<file path="src/rtl/config_loader_pkg.sv">
// Shared types and constants for the config_loader AXI-lite write master.
// Word order in layer_desc_t matches the order the words are written.
package config_loader_pkg;

  localparam int ADDR_WIDTH  = 32;
  localparam int DATA_WIDTH  = 32;
  localparam int EPOCH_WIDTH = 8;
  localparam int CFG_WORDS   = 4;
  localparam int WORD_IDX_W  = $clog2(CFG_WORDS);

  localparam logic [1:0] AXI_RESP_OKAY = 2'b00;
  localparam logic [3:0] WSTRB_ALL     = 4'hF;

  typedef struct packed {
    logic [31:0] compute_cycles;
    logic [31:0] config_bits;
    logic [31:0] pointer_walks;
    logic [31:0] data_size;
  } layer_desc_t;

  typedef enum logic [1:0] {
    WR_IDLE,
    WR_SEND,
    WR_RESP
  } wr_state_e;

  typedef enum logic {
    SEQ_IDLE,
    SEQ_RUN
  } seq_state_e;

  function automatic logic [DATA_WIDTH-1:0] desc_word(input layer_desc_t d,
                                                      input logic [WORD_IDX_W-1:0] idx);
    logic [DATA_WIDTH-1:0] w;
    case (idx)
      2'd0:    w = d.compute_cycles;
      2'd1:    w = d.config_bits;
      2'd2:    w = d.pointer_walks;
      default: w = d.data_size;
    endcase
    return w;
  endfunction

  function automatic logic [ADDR_WIDTH-1:0] word_addr(input logic [ADDR_WIDTH-1:0] base,
                                                      input logic [WORD_IDX_W-1:0] idx);
    return base + ADDR_WIDTH'({idx, 2'b00});
  endfunction

endpackage

</file>
<file path="src/rtl/config_loader_if.sv">
// Descriptor stream plus AXI-lite write channels seen by config_loader.
// master = loader side, slave = descriptor source and AXI target side.
interface config_loader_if;
  import config_loader_pkg::*;

  logic                  desc_valid;
  logic                  desc_ready;
  layer_desc_t           desc;

  logic [ADDR_WIDTH-1:0] m_axi_awaddr;
  logic                  m_axi_awvalid;
  logic                  m_axi_awready;
  logic [DATA_WIDTH-1:0] m_axi_wdata;
  logic [3:0]            m_axi_wstrb;
  logic                  m_axi_wvalid;
  logic                  m_axi_wready;
  logic [1:0]            m_axi_bresp;
  logic                  m_axi_bvalid;
  logic                  m_axi_bready;

  modport master (
    input  desc_valid,
    input  desc,
    output desc_ready,
    output m_axi_awaddr,
    output m_axi_awvalid,
    input  m_axi_awready,
    output m_axi_wdata,
    output m_axi_wstrb,
    output m_axi_wvalid,
    input  m_axi_wready,
    input  m_axi_bresp,
    input  m_axi_bvalid,
    output m_axi_bready
  );

  modport slave (
    output desc_valid,
    output desc,
    input  desc_ready,
    input  m_axi_awaddr,
    input  m_axi_awvalid,
    output m_axi_awready,
    input  m_axi_wdata,
    input  m_axi_wstrb,
    input  m_axi_wvalid,
    output m_axi_wready,
    output m_axi_bresp,
    output m_axi_bvalid,
    input  m_axi_bready
  );

endinterface

</file>
<file path="src/rtl/config_loader_axil_single_write.sv">
// One AXI-lite write (AW + W in any order, then B) per start pulse.
// A start accepted together with the B handshake chains straight into the next write.
module config_loader_axil_single_write
  import config_loader_pkg::*;
(
  input  logic                  clk,
  input  logic                  rst_n,
  input  logic                  start_i,
  input  logic [ADDR_WIDTH-1:0] addr_i,
  input  logic [DATA_WIDTH-1:0] data_i,
  output logic [ADDR_WIDTH-1:0] awaddr_o,
  output logic                  awvalid_o,
  input  logic                  awready_i,
  output logic [DATA_WIDTH-1:0] wdata_o,
  output logic [3:0]            wstrb_o,
  output logic                  wvalid_o,
  input  logic                  wready_i,
  input  logic [1:0]            bresp_i,
  input  logic                  bvalid_i,
  output logic                  bready_o,
  output logic                  w_hs_o,
  output logic                  done_o,
  output logic                  err_o
);

  wr_state_e             state_q, state_d;
  logic                  awvalid_q, awvalid_d;
  logic                  wvalid_q, wvalid_d;
  logic                  aw_done_q, aw_done_d;
  logic                  w_done_q, w_done_d;
  logic [ADDR_WIDTH-1:0] addr_q, addr_d;
  logic [DATA_WIDTH-1:0] data_q, data_d;

  logic aw_hs;
  logic w_hs;
  logic load;

  assign aw_hs = awvalid_q && awready_i;
  assign w_hs  = wvalid_q && wready_i;
  assign load  = start_i && ((state_q == WR_IDLE) || ((state_q == WR_RESP) && bvalid_i));

  always_ff @(posedge clk or negedge rst_n) begin
    if (!rst_n) begin
      state_q <= WR_IDLE;
    end else begin
      state_q <= state_d;
    end
  end

  // Same-cycle handshakes count, so AW and W may both complete on one edge.
  always_comb begin
    state_d = state_q;
    unique case (state_q)
      WR_IDLE: if (start_i) state_d = WR_SEND;
      WR_SEND: if ((aw_done_q || aw_hs) && (w_done_q || w_hs)) state_d = WR_RESP;
      WR_RESP: if (bvalid_i) state_d = start_i ? WR_SEND : WR_IDLE;
      default: state_d = WR_IDLE;
    endcase
  end

  always_comb begin
    awvalid_d = awvalid_q;
    wvalid_d  = wvalid_q;
    aw_done_d = aw_done_q;
    w_done_d  = w_done_q;
    addr_d    = addr_q;
    data_d    = data_q;
    if (load) begin
      awvalid_d = 1'b1;
      wvalid_d  = 1'b1;
      addr_d    = addr_i;
      data_d    = data_i;
    end
    if (aw_hs) begin
      awvalid_d = 1'b0;
      aw_done_d = 1'b1;
    end
    if (w_hs) begin
      wvalid_d = 1'b0;
      w_done_d = 1'b1;
    end
    if ((state_q == WR_SEND) && (state_d == WR_RESP)) begin
      aw_done_d = 1'b0;
      w_done_d  = 1'b0;
    end
  end

  always_ff @(posedge clk or negedge rst_n) begin
    if (!rst_n) begin
      awvalid_q <= 1'b0;
      wvalid_q  <= 1'b0;
      aw_done_q <= 1'b0;
      w_done_q  <= 1'b0;
      addr_q    <= '0;
      data_q    <= '0;
    end else begin
      awvalid_q <= awvalid_d;
      wvalid_q  <= wvalid_d;
      aw_done_q <= aw_done_d;
      w_done_q  <= w_done_d;
      addr_q    <= addr_d;
      data_q    <= data_d;
    end
  end

  always_comb begin
    awaddr_o  = addr_q;
    awvalid_o = awvalid_q;
    wdata_o   = data_q;
    wstrb_o   = WSTRB_ALL;
    wvalid_o  = wvalid_q;
    bready_o  = (state_q == WR_RESP);
    w_hs_o    = w_hs;
    done_o    = (state_q == WR_RESP) && bvalid_i;
    err_o     = (state_q == WR_RESP) && bvalid_i && (bresp_i != AXI_RESP_OKAY);
  end

endmodule

</file>
<file path="src/rtl/config_loader.sv">
// Sequences the four config words of a layer descriptor onto AXI-lite, then
// waits for config_manager's epoch to move before accepting the next layer.
module config_loader
  import config_loader_pkg::*;
#(
  parameter logic [ADDR_WIDTH-1:0] BASE_ADDR    = '0,
  parameter int                    MAX_LAYERS_W = 16
) (
  input  logic                     clk,
  input  logic                     rst_n,
  config_loader_if.master          bus,
  input  logic [EPOCH_WIDTH-1:0]   current_epoch,
  output logic                     busy,
  output logic                     flip_pending,
  output logic                     resp_err,
  output logic [MAX_LAYERS_W-1:0]  layers_done
);

  seq_state_e              state_q, state_d;
  layer_desc_t             desc_q, desc_d;
  logic [WORD_IDX_W-1:0]   word_idx_q, word_idx_d;
  logic                    flip_pending_q, flip_pending_d;
  logic [EPOCH_WIDTH-1:0]  epoch_snap_q, epoch_snap_d;
  logic                    resp_err_q, resp_err_d;
  logic [MAX_LAYERS_W-1:0] layers_done_q, layers_done_d;
  logic                    armed_q;

  logic                    desc_ready;
  logic                    desc_hs;
  logic                    last_word;
  logic [WORD_IDX_W-1:0]   next_idx;
  logic                    epoch_flip;
  logic                    wr_start;
  logic [ADDR_WIDTH-1:0]   wr_addr;
  logic [DATA_WIDTH-1:0]   wr_data;
  logic                    wr_w_hs;
  logic                    wr_done;
  logic                    wr_err;

  assign desc_hs    = bus.desc_valid && desc_ready;
  assign last_word  = (word_idx_q == WORD_IDX_W'(CFG_WORDS - 1));
  assign next_idx   = word_idx_q + WORD_IDX_W'(1);
  assign epoch_flip = flip_pending_q && (current_epoch != epoch_snap_q);

  always_ff @(posedge clk or negedge rst_n) begin
    if (!rst_n) begin
      state_q <= SEQ_IDLE;
    end else begin
      state_q <= state_d;
    end
  end

  always_comb begin
    state_d = state_q;
    unique case (state_q)
      SEQ_IDLE: if (desc_hs) state_d = SEQ_RUN;
      SEQ_RUN:  if (wr_done && last_word) state_d = SEQ_IDLE;
      default:  state_d = SEQ_IDLE;
    endcase
  end

  // Word 0 comes straight from the bus so AW/W rise one cycle after acceptance.
  always_comb begin
    desc_ready = armed_q && (state_q == SEQ_IDLE) && !flip_pending_q;
    busy       = (state_q != SEQ_IDLE) || flip_pending_q;
    wr_start   = desc_hs || ((state_q == SEQ_RUN) && wr_done && !last_word);
    if (desc_hs) begin
      wr_addr = BASE_ADDR;
      wr_data = bus.desc.compute_cycles;
    end else begin
      wr_addr = word_addr(BASE_ADDR, next_idx);
      wr_data = desc_word(desc_q, next_idx);
    end
  end

  always_comb begin
    desc_d         = desc_q;
    word_idx_d     = word_idx_q;
    flip_pending_d = flip_pending_q;
    epoch_snap_d   = epoch_snap_q;
    resp_err_d     = resp_err_q || wr_err;
    layers_done_d  = layers_done_q;
    if (desc_hs) begin
      desc_d     = bus.desc;
      word_idx_d = '0;
    end else if ((state_q == SEQ_RUN) && wr_done) begin
      word_idx_d = last_word ? '0 : next_idx;
    end
    // Snapshot on the last W: config_manager cannot flip before it sees that word.
    if ((state_q == SEQ_RUN) && wr_w_hs && last_word) begin
      epoch_snap_d = current_epoch;
    end
    if (epoch_flip) begin
      flip_pending_d = 1'b0;
      layers_done_d  = layers_done_q + MAX_LAYERS_W'(1);
    end
    if ((state_q == SEQ_RUN) && wr_done && last_word) begin
      flip_pending_d = 1'b1;
    end
  end

  always_ff @(posedge clk or negedge rst_n) begin
    if (!rst_n) begin
      desc_q         <= '0;
      word_idx_q     <= '0;
      flip_pending_q <= 1'b0;
      epoch_snap_q   <= '0;
      resp_err_q     <= 1'b0;
      layers_done_q  <= '0;
      armed_q        <= 1'b0;
    end else begin
      desc_q         <= desc_d;
      word_idx_q     <= word_idx_d;
      flip_pending_q <= flip_pending_d;
      epoch_snap_q   <= epoch_snap_d;
      resp_err_q     <= resp_err_d;
      layers_done_q  <= layers_done_d;
      armed_q        <= 1'b1;
    end
  end

  assign bus.desc_ready = desc_ready;
  assign flip_pending   = flip_pending_q;
  assign resp_err       = resp_err_q;
  assign layers_done    = layers_done_q;

  config_loader_axil_single_write u_wr (
    .clk       (clk),
    .rst_n     (rst_n),
    .start_i   (wr_start),
    .addr_i    (wr_addr),
    .data_i    (wr_data),
    .awaddr_o  (bus.m_axi_awaddr),
    .awvalid_o (bus.m_axi_awvalid),
    .awready_i (bus.m_axi_awready),
    .wdata_o   (bus.m_axi_wdata),
    .wstrb_o   (bus.m_axi_wstrb),
    .wvalid_o  (bus.m_axi_wvalid),
    .wready_i  (bus.m_axi_wready),
    .bresp_i   (bus.m_axi_bresp),
    .bvalid_i  (bus.m_axi_bvalid),
    .bready_o  (bus.m_axi_bready),
    .w_hs_o    (wr_w_hs),
    .done_o    (wr_done),
    .err_o     (wr_err)
  );

endmodule

</file>
<file path="src/flat_wrapper.sv">
// flat-port wrapper written by rule: the top's interface ports become plain ports
module config_loader_flat import config_loader_pkg::*;
#(
  parameter logic [ADDR_WIDTH-1:0] BASE_ADDR    = '0,
  parameter int                    MAX_LAYERS_W = 16
)
  (clk, rst_n, current_epoch, busy, flip_pending, resp_err, layers_done, bus_desc_valid, bus_desc, bus_desc_ready, bus_m_axi_awaddr, bus_m_axi_awvalid, bus_m_axi_awready, bus_m_axi_wdata, bus_m_axi_wstrb, bus_m_axi_wvalid, bus_m_axi_wready, bus_m_axi_bresp, bus_m_axi_bvalid, bus_m_axi_bready);
  config_loader_if bus_i ();
  input  logic clk;
  input  logic rst_n;
  input  logic [EPOCH_WIDTH-1:0] current_epoch;
  output logic busy;
  output logic flip_pending;
  output logic resp_err;
  output logic [MAX_LAYERS_W-1:0] layers_done;
  input wire logic [$bits(bus_i.desc_valid)-1:0] bus_desc_valid;
  input wire logic [$bits(bus_i.desc)-1:0] bus_desc;
  output wire logic [$bits(bus_i.desc_ready)-1:0] bus_desc_ready;
  output wire logic [$bits(bus_i.m_axi_awaddr)-1:0] bus_m_axi_awaddr;
  output wire logic [$bits(bus_i.m_axi_awvalid)-1:0] bus_m_axi_awvalid;
  input wire logic [$bits(bus_i.m_axi_awready)-1:0] bus_m_axi_awready;
  output wire logic [$bits(bus_i.m_axi_wdata)-1:0] bus_m_axi_wdata;
  output wire logic [$bits(bus_i.m_axi_wstrb)-1:0] bus_m_axi_wstrb;
  output wire logic [$bits(bus_i.m_axi_wvalid)-1:0] bus_m_axi_wvalid;
  input wire logic [$bits(bus_i.m_axi_wready)-1:0] bus_m_axi_wready;
  input wire logic [$bits(bus_i.m_axi_bresp)-1:0] bus_m_axi_bresp;
  input wire logic [$bits(bus_i.m_axi_bvalid)-1:0] bus_m_axi_bvalid;
  output wire logic [$bits(bus_i.m_axi_bready)-1:0] bus_m_axi_bready;
  assign bus_i.desc_valid = bus_desc_valid;
  assign bus_i.desc = bus_desc;
  assign bus_desc_ready = bus_i.desc_ready;
  assign bus_m_axi_awaddr = bus_i.m_axi_awaddr;
  assign bus_m_axi_awvalid = bus_i.m_axi_awvalid;
  assign bus_i.m_axi_awready = bus_m_axi_awready;
  assign bus_m_axi_wdata = bus_i.m_axi_wdata;
  assign bus_m_axi_wstrb = bus_i.m_axi_wstrb;
  assign bus_m_axi_wvalid = bus_i.m_axi_wvalid;
  assign bus_i.m_axi_wready = bus_m_axi_wready;
  assign bus_i.m_axi_bresp = bus_m_axi_bresp;
  assign bus_i.m_axi_bvalid = bus_m_axi_bvalid;
  assign bus_m_axi_bready = bus_i.m_axi_bready;
  config_loader #(.BASE_ADDR(BASE_ADDR), .MAX_LAYERS_W(MAX_LAYERS_W)) u_core (.clk(clk), .rst_n(rst_n), .bus(bus_i), .current_epoch(current_epoch), .busy(busy), .flip_pending(flip_pending), .resp_err(resp_err), .layers_done(layers_done));
endmodule
</file>
<file path="config.mk">
export PLATFORM = sky130hd
export DESIGN_NAME = config_loader_flat
export DESIGN_NICKNAME = d
export VERILOG_FILES = /design/src/rtl/config_loader_pkg.sv /design/src/rtl/config_loader_if.sv /design/src/rtl/config_loader_axil_single_write.sv /design/src/rtl/config_loader.sv /design/src/flat_wrapper.sv
export SDC_FILE = /design/constraint.sdc
export NUM_CORES = 1
export LEC_CHECK = 0
export BUFFER_PORTS_ARGS = -buffer_cell sky130_fd_sc_hd__buf_2
export CORE_MARGIN = 2
export CORE_UTILIZATION = 39
export CTS_BUF_LIST = sky130_fd_sc_hd__clkbuf_8 sky130_fd_sc_hd__clkbuf_16
export CTS_CLUSTER_SIZE = 20
export DETAILED_ROUTE_END_ITERATION = 8
export HOLD_SLACK_MARGIN = 0.02
export PLACE_DENSITY = 0.72
export SETUP_SLACK_MARGIN = 0.05
export SLEW_MARGIN = 20
export SYNTH_ARGS = -nofsm -noshare
export SYNTH_HDL_FRONTEND = slang
export SYNTH_HIERARCHICAL = 1
export SYNTH_SLANG_ARGS = --single-unit
</file>
<file path="constraint.sdc">
create_clock -name clk -period 2.7 [get_ports clk]
set_input_delay 0.54 -clock clk [delete_from_list [all_inputs] [get_ports clk]]
set_output_delay 0.54 -clock clk [all_outputs]
set_load 0.05 [all_outputs]
</file>
Word level (Yosys, flattened, before mapping):

Index checks and enable logic that the tools add are counted.

* register bits after elaboration: 228
* input port bits: 144
* output and inout port bits: 91
* word-level logic and storage cells: 85

* $add $sub $neg: 2
* equal/unequal tests: 7
* muxes and demuxes: 23
* bitwise operators: 1
* reductions and logical operators: 34

Operators with widths (count)
* $pmux 32 s3: 1
* $mux 32: 1
* $logic_and 1x1->1: 17
* $add 16x1->16 const B: 1
* $reduce_bool 2->1: 7
* $mux 1: 12
* $mux 2: 6
* $eq 2x2->1 const B: 4
* $ne 8x8->1: 1
* $logic_or 1x1->1: 6
* $pmux 2 s3: 1
* $eq 2x1->1 const B: 2
* $logic_not 2->1: 2
* $mux 4: 1
* $add 2x1->2 const B: 1
* $logic_not 1->1: 2
* $pmux 1 s2: 1
* $not 1->1: 1

Longest topological paths before layout:

Gate-level depths: netlist (run 1).

* word-level depth: 11
* depth in mapped cells: 10
* depth with buffers taken out: 7

Cells and area by module:

Netlist (run 1), hierarchy kept.

By module, submodules not included
* config_loader: times used 1, cells an instance 817, area an instance 7148.1 sq um, sequential area each 3953.8 sq um
* config_loader_axil_single_write: times used 1, cells an instance 166, area an instance 2999.1 sq um, sequential area each 1751.7 sq um

Worst setup path before layout (run 1):

OpenSTA, ideal clock, no wires.

* path type: register -> register
* start point: register u_core.flip_pending_q, in the netlist u_core/flip_pending
* end point: register u_core.u_wr.addr_q[0], in the netlist u_core/u_wr/awaddr_o[0]
* setup time: 0.125 ns
* arrival: 2.683 ns
* required time: 2.575 ns
* path slack: -0.108 ns
* stages on the path, launching flop included: 11
* path buffers: 4
* clock period less this slack: 2.808 ns
* cells stage by stage: dfrtp_1 -> nor2_1 -> and2_1 -> nand2_1 -> buf_4 -> buf_2 -> o21ai_0 -> and3b_4 -> buf_12 -> buf_12 -> mux2_4

* word-level cells in the longest chain between the ends: 5

Ends and longest elaborated chain
* start, declared: RTL line config_loader.sv:22 `logic flip_pending_q, flip_pending_d;`
* start signal, assigned: RTL line config_loader.sv:114 `flip_pending_q <= flip_pending_d;`
* $logic_not 1->1: RTL line config_loader.sv:64 `desc_ready = armed_q && (state_q == SEQ_IDLE) && !flip_pending_q;`
* $logic_and 1x1->1: RTL line config_loader.sv:64
* via bus_desc_ready: RTL line flat_wrapper.sv:18 `output wire logic [$bits(bus_i.desc_ready)-1:0] bus_desc_ready;`
* $logic_and 1x1->1: RTL line config_loader.sv:40 `assign desc_hs = bus.desc_valid && desc_ready;`
* $logic_or 1x1->1: RTL line config_loader.sv:66 `wr_start = desc_hs || ((state_q == SEQ_RUN) && wr_done && !last_word);`
* via u_core.wr_start: RTL line config_loader.sv:33 `logic wr_start;`
* $logic_and 1x1->1: RTL line config_loader_axil_single_write.sv:40 `assign load = start_i && ((state_q == WR_IDLE) || ((state_q == WR_RESP) && bvalid_i));`
* end signal, assigned: RTL line config_loader_axil_single_write.sv:101 `addr_q <= addr_d;`
* end, declared: RTL line config_loader_axil_single_write.sv:31 `logic [ADDR_WIDTH-1:0] addr_q, addr_d;`

The timed path passes the listed nets, and every way through them passes these cells.
A chain may end at the register's enable or synchronous reset.

Final worst setup path (run 1):

* start point: register u_core.u_wr.state_q[1]
* end point: register u_core.u_wr.addr_q[7], in the netlist u_core/u_wr/awaddr_o[7]

* word-level cells in the longest chain between the ends: 6
* elaborated cells between the ends (all ways): 8
* classes of those cells: eq/ne: 1; reduce/logical: 7

Ends and longest elaborated chain
* start, declared: RTL line config_loader_axil_single_write.sv:26 `wr_state_e state_q, state_d;`
* start signal, assigned: RTL line config_loader_axil_single_write.sv:46 `state_q <= state_d;`
* $eq 2x2->1: RTL line config_loader_axil_single_write.sv:114 `done_o = (state_q == WR_RESP) && bvalid_i;`
* $logic_and 1x1->1: RTL line config_loader_axil_single_write.sv:114
* via u_core.wr_done: RTL line config_loader.sv:37 `logic wr_done;`
* $logic_and 1x1->1 (2 in a row): RTL line config_loader.sv:66
* $logic_or 1x1->1: RTL line config_loader.sv:66
* via u_core.wr_start: RTL line config_loader.sv:33
* $logic_and 1x1->1: RTL line config_loader_axil_single_write.sv:40

The timed path passes the listed nets, and every way through them passes these cells.

==> results of run 1 <==
[repair_timing]
item                      4_1_cts  5_1_grt
hold buffers                    1        0
resized for setup               0        0
hold endpoints to repair       55        0
setup buffers                   0        0
[where the power goes]
part	total [mW]	switching [mW]	internal [mW]
Combinational	1.50	0.816	0.686
Clock	3.57	1.38	2.20
Sequential	4.66	0.449	4.22
[cell families (layout without fill, tap and decap cells)]
group / count (synthesis) / in the layout / share of synthesized area [%]
buffers and inverters: 66 / 300 / 4.291
multiplexers: 74 / 74 / 10.42
flip-flops: 228 / 228 / 56.23
AO/OA/AOI/OAI: 108 / 108 / 7.041
AND/OR/NAND/NOR: 476 / 476 / 19.27
other: 3 / 38 / 0.1110
XOR/XNOR: 22 / 22 / 1.899
adder cells (fa/ha/maj): 6 / 6 / 0.7398
[sequential cells by signal, summed over array words and instances (netlist names), 2 cells and up]
name	count
u_core/u_wr/state_q	2
u_core/u_wr/wdata_o	32
u_core/desc_q	128
u_core/epoch_snap_q	8
u_core/u_wr/awaddr_o	32
u_core/word_idx_q	2
u_core/layers_done	16
[layout make-up]
| type | instances | area [sq um] | area share (%) |
|---|---|---|---|
| multi-input combinational | 721 | 4153 | 33.04 |
| sequential | 228 | 5705 | 45.39 |
| clock inverter | 17 | 151.4 | 1.204 |
| tap | 335 | 419.2 | 3.335 |
| inverter | 7 | 26.28 | 0.2090 |
| clock buffer | 31 | 730.7 | 5.813 |
| timing repair buffer | 245 | 1376 | 10.95 |
| antenna | 3 | 7.507 | 0.05973 |
[cells in the final DEF (no fill, tap or decap), drive strengths merged]
cell type,netlist,layout
nand2,399,399
buf,41,244
dfrtp,228,228
mux2,73,73
nor2,42,42
a21oi,37,37
o21ai,36,36
conb,3,35
a222oi,32,32
clkbuf,18,31
inv,7,14
xnor2,11,11
xor2,11,11
clkinv,0,7
ha,6,6
and2,5,5
nor3,4,4
nand3,4,4
nor4,4,4
diode,0,3
bufinv,0,3
and3,3,3
nand4,3,3
nand2b,3,3
nor4b,2,2
or3,2,2
dlygate4sd3,0,1
or2,1,1
nand4b,1,1
a32o,1,1
nor2b,1,1
a21o,1,1
nand3b,1,1
o21a,1,1
and3b,1,1
mux2i,1,1
[worst max path at each step]
stage,startpoint,end,slack [ns],cells past startpoint
after floorplan,u_core/flip_pending,u_core/u_wr/awaddr_o[0],0.08,10
after global placement,bus_m_axi_bvalid,u_core/u_wr/awaddr_o[6],0.36,7
after detailed placement,bus_m_axi_bvalid,u_core/u_wr/awaddr_o[7],0.29,7
after CTS,u_core/u_wr/state_q[1],u_core/u_wr/awaddr_o[7],0.32,7
after global routing,u_core/u_wr/state_q[1],u_core/u_wr/awaddr_o[7],0.17,7
final,u_core/u_wr/state_q[1],u_core/u_wr/awaddr_o[7],0.35,7
[through the flow]
step	total power [mW]	hold slack [ns]	setup WS [ns]	std cells
global route	10.34	0.1967	0.1692	1585
floorplan	5.706	0.2444	0.07569	1015
detailed placement	6.218	0.4609	0.2863	1535
global placement	6.110	0.4579	0.3579	1535
finish	9.739	0.2100	0.3451	1587
CTS	9.859	0.1797	0.3226	1584
[worst min-delay path, cell delays in order]
cell and delay (ns):
buf_2 0.07, nand2_1 0.04, nand2_1 0.04
[routing by layer]
metal | wire length, um | vias to the layer above | share of wire [%] | global-route usage (%)
met1 | 11450 | 3751 | 46 | 25.30
met5 | 27 | - | 0.11 | 0
met4 | 527 | 4 | 2.1 | 4.545
li1 | - | 3714 | - | -
met2 | 11620 | 230 | 46 | 29.09
met3 | 1530 | 36 | 6.1 | 3.546
==> results.md, run 1 <==
* Share of the synthesized area in the top cell type at 56.23%
* Synth async-reset ratio at 100.0%
* Die width at 165.3 um
* RD Place Congestion at 0.7549
* Cell taking the most area after synthesis: dfrtp_1
* Clock Sinks at 228
* Yosys warning count at 6
* Layout Nets at 1379
* R2r setup slk at 0.35 ns
* Synth cell types at 44
* Die area at 0.02732 sq mm
* Fin. Hold Viols at 0
* WL/cell at 15.85 um
* Antenna-violating nets left at 0
* Post-Syn Instances at 983
* Buf+Inv Stages, Crit Path at 1
* CTS max path bufs at 3
* Worst Path Arrival at 2.76 ns
* Row count at 59
* Min Tclk post-route at 2.355 ns
* Syn_area_per_cell at 10.32 sq um
* WP data required at 3.10 ns
* Number of flops mapped to enable cells by yosys at 0
* VDD IR max at 0.4702 mV
* First-pass GRT wire length at 39.41 mm
* # fillers at 2445
* Overall Global Routing Usage at 18.11%
* Top post-synthesis cells by area: dfrtp_1, nand2_1, mux2_4, a222oi_1, a21oi_1
* Share of cells above drive strength 1 at 30.18%
* Maxcap violations at 0
* R2R depth at 7
* CTS tree: done
* Port bufs at 230
* Num CTS Buffers at 26
* Vias in the first global route at 7572
* DRT Pass-1 Iters at 6
* Final wirelength at 25.16 mm
* Unrepaired setup endpoints after global routing: false
* Worst r2r src: u_core/u_wr/state_q[1]
* Yosys reg bits at 228
* Top post-synthesis cells by count: nand2_1, dfrtp_1, mux2_4, nor2_1, a21oi_1
* Reg2reg end: u_core/u_wr/awaddr_o[7]
* Mapped cell area at 0.01015 sq mm
* CP max stage cell: and3b_4
* Delay-heaviest family, CP: simple AND/OR/NAND/NOR gates
* Initial antenna violation count at 4
* Hold Path Depth at 3
* DRC viols at 0
* Core box area at 0.02584 sq mm
* Total I/O pin count at 235
* Largest net degree at the start of global routing at 131
* Sequential fraction of the synthesis area at 56.23%
* CP startpoint kind: flip-flop
* Max FO, Critical Path at 31
* Die height at 165.3 um
* Starting density of the core at 39.27%
* Via count at 7735
* Count leader, synth: nand2_1
* Leak at 6.799 nW
* Slowest stage delay, CP at 0.42 ns
* Rel. slew slack at 40.41%
* Clk pin slew, worst setup/hold paths at 0.06 ns
* Clk_skew at 0.01272 ns
* Area Overhead vs Synth at 23.87%
* Setup crit end kind: flip-flop
* DP Area at 0.01167 sq mm
* DP HPWL at 16.40 mm
* Pwr per Cell Area at 774.8 mW/mm^2
* Fin area at 0.01257 sq mm
* H-Tree Depth at 1
* FMAX at 424.6 MHz
* DRT iter0 DRCs at 521
* Hold/Removal Path Class: input pin to flip-flop
* Worst-Skew Late Latency at 0.52 ns
* Fin Setup TNS at 0 ns
* CTS root buf: clkbuf_16
* Count of final setup violators at 0
* Primary FF master, synth: dfrtp_1
* WHS Endpoint: u_core/desc_q[34]
* Worst Max-Slew Pin Slew at 0.8939 ns
* Vias per cell at 4.874
* GR Overflow Total at 0
* Final core occ at 48.65%
* Crit Path Class: flip-flop to flip-flop
* Status: complete, no violations
* Worst path cell trace: nor2b_2 -> and2_1 -> nand2_1 -> o21ai_0 -> and3b_4 -> buf_12 -> mux2_1
* Final period utilization at 87.22%
* Slew Limit Fails at 0
* Hold path start: bus_desc[34]
Note: power is estimated with default switching activity, not from simulation.
==> run 2, diff against run 1 <==
Settings changed: REMOVE_ABC_BUFFERS from default to 1.
==> run 2 against run 1 <==
  * The run now ends with DRC left
  * First-iteration DRC count rose by 16%
  * Count of clock-buffer cells in the layout fell by 2
  * Total power fell by 2.8%
  * Maximum frequency rose by 2.0%
  * Sequential power barely moved
  * Die area did not move
  * Worst hold slack got worse by 0.0067 ns
==> results.md, run 2 (same netlist as run 1, synthesis figures left out) <==
* Worst Max-Slew Pin Slew at 0.8846 ns (-0.009297 ns)
* Leak at 6.763 nW (-0.54%)
* Largest Register: u_core/desc_q
* Num CTS Buffers at 26 (unchanged)
* Worst-Skew Late Latency at 0.53 ns (about the same)
* Max FO, Critical Path at 32 (+3.2%)
* Worst path cell trace: inv_1 -> ha_2 -> a222oi_1 -> nor2_1 -> a21oi_1 -> o21ai_0 -> mux2_4
* Die height at 165.3 um (unchanged)
* Min Tclk post-route at 2.308 ns (-0.04684 ns)
* Row count at 59 (unchanged)
* Clk_skew at 0.02037 ns (+0.007647 ns)
* CTS root buf: clkbuf_16
* Worst Path Arrival at 2.76 ns (about the same)
* Final wirelength at 24.83 mm (-1.3%)
* Slowest stage delay, CP at 0.77 ns (+0.35 ns)
* Layout Nets at 1377 (-0.15%)
* Starting density of the core at 39.27% (unchanged)
* Via count at 7750 (+0.19%)
* Pwr per Cell Area at 758.1 mW/mm^2 (-2.2%)
* GR Overflow Total at 0 (unchanged)
* Clock Sinks at 228 (unchanged)
* CP max stage cell: ha_2
* Port bufs at 230 (unchanged)
* CTS max path bufs at 3 (unchanged)
* Internal cell power at 6.841 mW (-3.6%)
* Fin. Hold Viols at 0 (unchanged)
* Setup crit end kind: flip-flop
* WL/cell at 15.69 um (-0.98%)
* H-Tree Depth at 1 (unchanged)
* Area Overhead vs Synth at 23.12%
* Largest net degree at the start of global routing at 131 (unchanged)
* WP data required at 3.16 ns (+0.06 ns)
* Crit Path Class: flip-flop to flip-flop
* Core box area at 0.02584 sq mm (unchanged)
* VDD IR max at 0.4267 mV (-9.3%)
* Die width at 165.3 um (unchanged)
* Sw Ratio at 27.77% (+0.64 points)
* RD Place Congestion at 0.8240 (+9.2%)
* Commonest non-fill, non-tap cell in the layout: nand2_1
* Die area at 0.02732 sq mm (unchanged)
* Count of final setup violators at 0 (unchanged)
* Power, Total at 9.471 mW (-2.8%)
* CTS tree: done
* Fin Setup TNS at 0 ns (unchanged)
* Slew Limit Fails at 0 (unchanged)
* Most frequent cells in the layout: nand2_1, buf_2, dfrtp_1
* P_sw at 2.630 mW (-0.47%)
* DP HPWL at 15.99 mm (-2.5%)
* Unrepaired setup endpoints after global routing: false
* Delay-heaviest family, CP: adder cells
* Clock power share at 35.0% (-1.7 points)
* Vias per cell at 4.899 (+0.51%)
* # fillers at 2426 (-0.78%)
* CP startpoint kind: flip-flop
* First-pass GRT wire length at 39.09 mm (-0.82%)
* Seq pwr share at 49.2% (+1.3 points)
* Maxcap violations at 0 (unchanged)
* Final period utilization at 85.48% (-1.7 points)
* Vias in the first global route at 7637 (+0.86%)
* Combinational group share of total power at 15.9% (+0.5 points)
* DRT Pass-1 Iters at 9 (+3)
* Status: complete, but fails checks
* Max reg flops at 128 (unchanged)
* Total I/O pin count at 235 (unchanged)
* R2r setup slk at 0.39 ns (+0.05 ns)
* Clk pin slew, worst setup/hold paths at 0.06 ns (about the same)
* Failing checks: DRC
* Buf+Inv Stages, Crit Path at 1 (unchanged)
* Hold/Removal Path Class: input pin to flip-flop
* DRC viols at 2 (+2)
* FMAX at 433.3 MHz (+2.0%)
* Antenna-violating nets left at 0 (unchanged)
* Rel. slew slack at 41.03% (+0.62 points)
* Overall Global Routing Usage at 17.80% (-0.31 points)
* Share of cells above drive strength 1 at 29.48% (-0.71 points)
* DRT iter0 DRCs at 606 (+16%)
* Initial antenna violation count at 2 (-2)
run 2: cell types whose count changed in the layout (fill, tap and decap cells not counted):
cell,before,now
bufinv_16,3,1
nor2b_2,1,0
clkbuf_8,4,2
clkinvlp_4,0,1
inv_1,14,18
buf_4,6,2
and2_2,1,0
and2_1,3,4
diode_2,3,2
nor2b_1,0,1
buf_12,8,10
clkinv_2,7,4
run 2: routing by layer:
metal,global-route usage (%),vias up,routed length (um)
li1,-,3703,-
met1,24.79,3757,11030
met2,28.88,245,11770
met3,2.248,45,1299
met4,6.034,0,724
met5,0,-,0
run 2: what timing repair did:
action / in CTS / in global routing
hold buffers: 1 / 0
buffers inserted: 0 / 0
endpoints found under the hold margin: 62 / 0
resized for setup: 0 / 0
run 2: path summary, 6_finish.rpt:
kind	startpoint	end	cells after the start
max reg2reg	u_core/word_idx_q[0]	u_core/u_wr/wdata_o[16]	7
max in group asynchronous	rst_n	u_core/desc_q[15]	3
min in group asynchronous	rst_n	u_core/resp_err	2
min	bus_desc[30]	u_core/desc_q[30]	3
min reg2reg	u_core/resp_err	u_core/resp_err	1
max	u_core/word_idx_q[0]	u_core/u_wr/wdata_o[16]	7
run 2: layout make-up:
class / instances / area (sq um) / share of cell area (%)
multi-input cells: 721 / 4149 / 33.21
clock buffers: 29 / 703.2 / 5.628
clock inverters: 17 / 98.84 / 0.7912
inverters: 7 / 26.28 / 0.2103
flip-flops and latches: 228 / 5705 / 45.67
well taps: 335 / 419.2 / 3.355
repair buffers: 243 / 1386 / 11.10
diodes: 2 / 5.005 / 0.04006
run 2: metrics by stage:
step / hold slack (ns) / std cells / worst slack, ns / area (sq um) / util [%]
global route: 0.1924 / 1582 / 0.2371 / 12490 / 48.35
floorplan: 0.2444 / 956 / -2.300 / 9858 / -
detailed placement: 0.4448 / 1533 / 0.4408 / 11680 / 45.19
global placement: 0.4438 / 1533 / 0.4770 / 11680 / 45.19
CTS: 0.1810 / 1580 / 0.4176 / 12490 / 48.33
finish: 0.2033 / 1582 / 0.3919 / 12490 / 48.35
run 2: worst reg2reg max path: stages, from the launching register on:
cell	delay, ns
dfrtp_1	0.46
inv_1	0.13
ha_2	0.77
a222oi_1	0.25
nor2_1	0.16
a21oi_1	0.05
o21ai_0	0.23
mux2_4	0.20
run 2: power groups by stage:
stage | Combinational [mW] | Clock [mW] | Sequential (mW)
2_1_floorplan | 1.10 | 0 | 4.58
3_3_place_gp | 1.43 | 0 | 4.67
3_5_place_dp | 1.50 | 0 | 4.70
4_1_cts | 1.52 | 3.41 | 4.65
5_1_grt | 1.78 | 3.55 | 4.76
6_report | 1.50 | 3.31 | 4.66
